==> src/rtl/adc_az_sequencer_if.sv <==
// Host/ADC-side signal bundle for the auto-zero sequencer.
// The host and ADC side drive the master modport; the sequencer uses the slave modport.
interface adc_az_sequencer_if #(
    parameter int CNT_W = 24
);
    logic             run;
    logic             az_enable;
    logic [CNT_W-1:0] settle_duration;
    logic [31:0]      timeout_duration;
    logic             adc_measure_valid;
    logic             adc_measure_trig;
    logic [1:0]       azmux;
    logic             sample_done;
    logic             sample_phase;
    logic [15:0]      sample_count;
    logic             timeout_err;
    logic [5:0]       monitor;

    modport master (
        output run, az_enable, settle_duration, timeout_duration, adc_measure_valid,
        input  adc_measure_trig, azmux, sample_done, sample_phase, sample_count,
               timeout_err, monitor
    );

    modport slave (
        input  run, az_enable, settle_duration, timeout_duration, adc_measure_valid,
        output adc_measure_trig, azmux, sample_done, sample_phase, sample_count,
               timeout_err, monitor
    );
endinterface

==> src/rtl/adc_az_sequencer.sv <==
// Auto-zero sequencer: selects signal/zero-reference mux phase, settles, triggers the ADC
// and reports each completed sample, optionally alternating HI/LO phases.
//
// state  | meaning
// IDLE   | mux parked, waiting for run
// SETTLE | mux driven for current phase, settle down-counter running
// TRIG   | single-cycle ADC trigger
// WAIT   | waiting for a rising edge of adc_measure_valid or timeout
// DONE   | sample completed, phase advanced
module adc_az_sequencer #(
    parameter int         CNT_W     = 24,
    parameter logic [1:0] AZMUX_SIG = 2'b01,
    parameter logic [1:0] AZMUX_LO  = 2'b10,
    parameter logic [1:0] AZMUX_OFF = 2'b00
) (
    input logic             clk,
    input logic             reset,
    adc_az_sequencer_if.slave bus
);
    typedef enum logic [2:0] {
        ST_IDLE   = 3'd0,
        ST_SETTLE = 3'd1,
        ST_TRIG   = 3'd2,
        ST_WAIT   = 3'd3,
        ST_DONE   = 3'd4
    } state_t;

    state_t           r_state;
    state_t           w_state_next;
    logic [CNT_W-1:0] r_settle_cnt;
    logic [31:0]      r_tcnt;
    logic             r_phase;
    logic             r_valid_prev;
    logic             r_sample_phase;
    logic [15:0]      r_sample_count;
    logic             r_timeout_err;
    logic             w_valid_rise;
    logic             w_trig;
    logic             w_done;
    logic [1:0]       w_azmux;

    assign w_valid_rise = bus.adc_measure_valid & ~r_valid_prev;

    always_ff @(posedge clk or posedge reset) begin
        if (reset) begin
            r_state <= ST_IDLE;
        end else begin
            r_state <= w_state_next;
        end
    end

    always_comb begin
        w_state_next = r_state;
        if (!bus.run) begin
            w_state_next = ST_IDLE;
        end else begin
            case (r_state)
                ST_IDLE:   w_state_next = ST_SETTLE;
                ST_SETTLE: if (r_settle_cnt == '0) w_state_next = ST_TRIG;
                ST_TRIG:   w_state_next = ST_WAIT;
                ST_WAIT: begin
                    if (w_valid_rise) begin
                        w_state_next = ST_DONE;
                    end else if (r_tcnt <= 32'd1) begin
                        w_state_next = ST_SETTLE;
                    end
                end
                ST_DONE:   w_state_next = ST_SETTLE;
                default:   w_state_next = ST_IDLE;
            endcase
        end
    end

    always_comb begin
        w_azmux = AZMUX_OFF;
        w_trig  = 1'b0;
        w_done  = 1'b0;
        case (r_state)
            ST_IDLE: w_azmux = AZMUX_OFF;
            ST_TRIG: begin
                w_azmux = r_phase ? AZMUX_LO : AZMUX_SIG;
                w_trig  = 1'b1;
            end
            ST_DONE: begin
                w_azmux = r_phase ? AZMUX_LO : AZMUX_SIG;
                w_done  = 1'b1;
            end
            default: w_azmux = r_phase ? AZMUX_LO : AZMUX_SIG;
        endcase
    end

    // The timeout window is loaded on entry to TRIG so it counts from the trigger cycle.
    always_ff @(posedge clk or posedge reset) begin
        if (reset) begin
            r_settle_cnt <= '0;
            r_tcnt       <= '0;
            r_valid_prev <= 1'b0;
        end else begin
            r_valid_prev <= bus.adc_measure_valid;
            if (w_state_next == ST_SETTLE && r_state != ST_SETTLE) begin
                r_settle_cnt <= bus.settle_duration;
            end else if (r_state == ST_SETTLE && r_settle_cnt != '0) begin
                r_settle_cnt <= r_settle_cnt - 1'b1;
            end
            if (w_state_next == ST_TRIG && r_state != ST_TRIG) begin
                r_tcnt <= bus.timeout_duration;
            end else if ((r_state == ST_TRIG || r_state == ST_WAIT) && r_tcnt != 32'd0) begin
                r_tcnt <= r_tcnt - 32'd1;
            end
        end
    end

    always_ff @(posedge clk or posedge reset) begin
        if (reset) begin
            r_phase        <= 1'b0;
            r_sample_phase <= 1'b0;
            r_sample_count <= 16'd0;
            r_timeout_err  <= 1'b0;
        end else begin
            if (r_state == ST_IDLE) begin
                r_phase <= 1'b0;
            end else if (r_state == ST_DONE) begin
                r_phase <= bus.az_enable ? ~r_phase : 1'b0;
            end
            // Sample results update on the edge into DONE so they line up with sample_done.
            if (r_state == ST_WAIT && w_state_next == ST_DONE) begin
                r_sample_phase <= r_phase;
                r_sample_count <= r_sample_count + 16'd1;
            end
            if (!bus.run) begin
                r_timeout_err <= 1'b0;
            end else if (r_state == ST_WAIT && w_state_next == ST_SETTLE) begin
                r_timeout_err <= 1'b1;
            end
        end
    end

    assign bus.adc_measure_trig = w_trig;
    assign bus.azmux            = w_azmux;
    assign bus.sample_done      = w_done;
    assign bus.sample_phase     = r_sample_phase;
    assign bus.sample_count     = r_sample_count;
    assign bus.timeout_err      = r_timeout_err;
    assign bus.monitor          = {r_state, r_phase, bus.adc_measure_valid, w_trig};
endmodule

==> src/flat_wrapper.sv <==
// flat-port wrapper written by rule: the top's interface ports become plain ports
module adc_az_sequencer_flat 
#(
    parameter int         CNT_W     = 24,
    parameter logic [1:0] AZMUX_SIG = 2'b01,
    parameter logic [1:0] AZMUX_LO  = 2'b10,
    parameter logic [1:0] AZMUX_OFF = 2'b00
)
  (clk, reset, bus_run, bus_az_enable, bus_settle_duration, bus_timeout_duration, bus_adc_measure_valid, bus_adc_measure_trig, bus_azmux, bus_sample_done, bus_sample_phase, bus_sample_count, bus_timeout_err, bus_monitor);
  adc_az_sequencer_if #(.CNT_W(CNT_W)) bus_i ();
  input logic clk;
  input logic reset;
  input wire logic [$bits(bus_i.run)-1:0] bus_run;
  input wire logic [$bits(bus_i.az_enable)-1:0] bus_az_enable;
  input wire logic [$bits(bus_i.settle_duration)-1:0] bus_settle_duration;
  input wire logic [$bits(bus_i.timeout_duration)-1:0] bus_timeout_duration;
  input wire logic [$bits(bus_i.adc_measure_valid)-1:0] bus_adc_measure_valid;
  output wire logic [$bits(bus_i.adc_measure_trig)-1:0] bus_adc_measure_trig;
  output wire logic [$bits(bus_i.azmux)-1:0] bus_azmux;
  output wire logic [$bits(bus_i.sample_done)-1:0] bus_sample_done;
  output wire logic [$bits(bus_i.sample_phase)-1:0] bus_sample_phase;
  output wire logic [$bits(bus_i.sample_count)-1:0] bus_sample_count;
  output wire logic [$bits(bus_i.timeout_err)-1:0] bus_timeout_err;
  output wire logic [$bits(bus_i.monitor)-1:0] bus_monitor;
  assign bus_i.run = bus_run;
  assign bus_i.az_enable = bus_az_enable;
  assign bus_i.settle_duration = bus_settle_duration;
  assign bus_i.timeout_duration = bus_timeout_duration;
  assign bus_i.adc_measure_valid = bus_adc_measure_valid;
  assign bus_adc_measure_trig = bus_i.adc_measure_trig;
  assign bus_azmux = bus_i.azmux;
  assign bus_sample_done = bus_i.sample_done;
  assign bus_sample_phase = bus_i.sample_phase;
  assign bus_sample_count = bus_i.sample_count;
  assign bus_timeout_err = bus_i.timeout_err;
  assign bus_monitor = bus_i.monitor;
  adc_az_sequencer #(.CNT_W(CNT_W), .AZMUX_SIG(AZMUX_SIG), .AZMUX_LO(AZMUX_LO), .AZMUX_OFF(AZMUX_OFF)) u_core (.clk(clk), .reset(reset), .bus(bus_i));
endmodule
==> config.mk <==
export PLATFORM = sky130hd
export DESIGN_NAME = adc_az_sequencer_flat
export DESIGN_NICKNAME = d
export VERILOG_FILES = /design/src/rtl/adc_az_sequencer_if.sv /design/src/rtl/adc_az_sequencer.sv /design/src/flat_wrapper.sv
export SDC_FILE = /design/constraint.sdc
export NUM_CORES = 1
export LEC_CHECK = 0
export CAP_MARGIN = 20
export CORE_MARGIN = 2
export CORE_UTILIZATION = 52
export DETAILED_ROUTE_END_ITERATION = 10
export HOLD_SLACK_MARGIN = 0.15
export PLACE_DENSITY = 0.85
export RECOVER_POWER = 25
export SYNTH_ARGS = -nofsm -noshare
export SYNTH_HDL_FRONTEND = slang
export SYNTH_SLANG_ARGS = --single-unit
==> constraint.sdc <==
create_clock -name clk -period 3.3 [get_ports clk]
set_input_delay 0.33 -clock clk [delete_from_list [all_inputs] [get_ports clk]]
set_output_delay 0.33 -clock clk [all_outputs]
set_load 0.05 [all_outputs]
==> impl_metrics.py <==
metrics = {
    "synthesis": {
        "synth.top_cell.area_share_pct": 44.8,
        "ys.flop_type": "dfrtp_1",
        "synth.net_count": 559,
        "syn_area_per_cell_um2": 8.95,
        "synth_seq_cells": 79,
        "synthesis.area_um2": 4410,
        "yosysWarnings": 0,
        "ys_types": 52,
        "synth_area_leader_cell": "dfrtp_1",
        "seq_area_frac_synth_pct": 44.8,
        "syn-instance-count": 493,
        "async_flop_share_pct": 100,
        "synth-edff-count": 0,
        "synth_area_leaders": "dfrtp_1 45%, nand2_1 5.5%, xnor2_1 4.6%",
    },
    "critical_path": {
        "critPathMaxFanout": 13,
        "worst-setup-path-type": "flip-flop to flip-flop",
        "start_kind": "flip-flop",
        "crit_required_ps": 3540,
        "critPathArrivalTime_ps": 3180,
        "endpoint_kind": "flip-flop",
    },
    "die": {
        "core_um2": 8220,
        "dieArea_um2": 9240,
        "pin_count": 89,
        "die_w_um": 96.1,
        "row_count": 33,
        "initial_core_util_pct": 53.7,
        "die_h_um": 96.1,
    },
    "drt": {
        "wl_mm": 11.5,
        "vias": 4155,
        "via_per_inst": 5.97,
        "ant_nets": 0,
        "drtPass1Iterations": 6,
        "detail_route.iter0.violations": 436,
        "post-route-drc-count": 0,
        "wl_per_cell_um": 16.5,
    },
    "sta": {
        "worstMarginPinSlew_ps": 1830,
        "skew_ps": 15.6,
        "rsz0062_at_grt": "false",
        "hold_viol_final": 0,
        "drv_slew": 74,
        "fmaxAchievable_ghz": 0.341,
        "finalSetupViolations": 0,
        "whs_ps": 423,
        "final.setup.tns_ps": 0,
        "fin_crit_ps": 2940,
        "slew_headroom_pct": -21.9,
        "post-route-period-util_pct": 89.0,
    },
    "power_and_ir_drop": {
        "p_total_w": 0.00216,
        "p_per_area_nw_per_um2": 382,
        "power.leakage_nw": 2.18,
        "ir_drop_mv": 0.203,
    },
    "clock_network": {
        "htree_levels": 3,
        "post_cts.repair.setup_buffers": 0,
        "clock_latency_ps": 360,
        "cts_hold_buf": 0,
        "cts_tree": "yes",
        "cts_buffers": 9,
        "cts_sinks": 79,
        "cts_resized": 0,
        "path_clk_slew_ps": 100,
        "ctsRootBufferMaster": "clkbuf_8",
        "ctsLongestPathBuffers": 2,
    },
    "final_layout": {
        "nNetsFinal": 652,
        "diodes": 0,
        "drive_gt1_share_pct": 8.29,
        "synthToLayoutAreaGrowth_pct": 27.9,
    },
    "run": {
        "drv_cap": 1,
    },
    "placed_design": {
        "hpwl_mm": 8.18,
        "place_congestion": 0.977,
        "io_buffers": 88,
    },
    "grt": {
        "antenna_found_initial": 0,
        "overflow": 0,
        "first_global_vias": 3914,
        "grt.total_usage_pct": 25.8,
        "grt_max_degree": 80,
        "grt_pass1_wl_mm": 18.5,
    },
    "outcome": {
        "failed_checks": "max-capacitance violations, max-slew violations",
        "outcome": "complete, but fails checks",
    },
    "worst_hold_path": {
        "worstHoldPathType": "primary input to asynchronous set/reset pin",
    },
}
## synthesized netlist by cell type, types with 2 or more instances
cell type,number
xnor2_1,23
or3_1,7
buf_4,3
o211ai_1,15
a22oi_1,3
nor4_1,13
and3_1,8
buf_2,7
nor2_1,38
or4_4,2
a31oi_1,5
and2_1,4
nand2b_1,6
o311ai_0,2
inv_1,11
or4b_1,2
nor2b_1,2
nor4_2,2
ha_1,5
a32oi_1,2
o21ai_0,33
or2_2,5
dfrtp_1,79
mux2_2,2
a221o_1,4
nor3b_1,3
mux2i_1,3
a21oi_1,18
or4_1,7
nand4_1,11
o31ai_2,2
xor2_1,13
o31ai_1,2
a21o_1,2
nand2_1,65
nand3_1,30
nor3_1,28
clkbuf_1,10
and4_1,3
## per-stage QoR
step	setup WS, ps	std cells	util (%)	area, um^2
CTS	370	695	68.6	5640
detailed placement	405	679	66.0	5430
finish	363	696	68.6	5640
global route	258	696	68.6	5640
floorplan	602	493	-	4410
global placement	464	679	66.0	5430
## area by class of cell
| class | count | area [um^2] |
|---|---|---|
| Inverter | 11 | 41.3 |
| Timing Repair Buffer | 104 | 995 |
| Sequential cell | 79 | 1980 |
| Clock buffer | 9 | 124 |
| Multi-Input combinational cell | 381 | 2280 |
| Fill cell | 669 | 2580 |
| Clock inverter | 7 | 88.8 |
| Tap cell | 105 | 131 |
## sequential cells by signal (all words and copies together) (netlist names)
register / count
u_core.bus.timeout_err: 1
u_core.r_phase: 1
u_core.bus.sample_phase: 1
u_core.r_settle_cnt: 24
u_core.bus.sample_count: 16
u_core.r_state: 3
u_core.r_tcnt: 32
u_core.r_valid_prev: 1
## power by group
group | total, W | switching (W) | internal, W
sequential | 0.00108 | 0.0000602 | 0.00102
clock | 0.000772 | 0.000407 | 0.000365
combinational | 0.000301 | 0.000147 | 0.000153
## logic make-up (layout without fill, tap and decap cells)
logic type	Yosys count	in the layout	share of synthesized area, %
AOI/OAI and AO/OA	94	94	13.6
xor gates and xnor gates	36	36	7.15
adders and majority gates	5	5	1.42
buffers and inverters	33	131	3.43
DFF	79	79	44.8
muxes	5	5	1.19
and+or+nand+nor	241	241	28.4
## per-layer routing
| metal | global-route usage (%) | part of all wire, % |
|---|---|---|
| met5 | 0 | 0 |
| met1 | 35.2 | 44 |
| met2 | 41.6 | 48 |
| met3 | 3.37 | 6.7 |
| met4 | 10.8 | 1.6 |
## cells in the final DEF (no fill, tap or decap), drive strengths merged, types with 6 or more instances in the layout
master,Yosys,layout
clkdlybuf4s50,0,86
dfrtp,79,79
nand2,65,65
nor2,39,39
o21ai,34,34
nand3,30,30
nor3,29,29
xnor2,23,23
a21oi,18,18
o211ai,15,15
nor4,15,15
buf,12,14
xor2,13,13
inv,11,13
nand4,11,11
clkbuf,10,11
or4,9,9
and3,8,8
or3,7,7
nand2b,6,6
## worst max-delay path: stages (launching register included)
cell     delay [ps]
dfrtp_1         420
or4_4           570
or4_4           640
or3_1           640
nand2_1         200
nand2_1          60
a221o_1         280
## worst paths after layout
check                                       startpoint                           to  slack, ps  cells after the start
hold reg to reg            u_core.bus.sample_count[15]  u_core.bus.sample_count[15]        480                      1
setup / recovery                u_core.r_settle_cnt[6]            u_core.r_tcnt[10]        360                      6
max in group asynchronous                        reset      u_core.r_settle_cnt[19]        790                      4
min in group clk           u_core.bus.sample_count[15]  u_core.bus.sample_count[15]        480                      1
hold / removal                                   reset            u_core.r_tcnt[13]        420                      3
setup reg to reg                u_core.r_settle_cnt[6]            u_core.r_tcnt[10]        360                      6
Power figures use the tool's default switching activity.
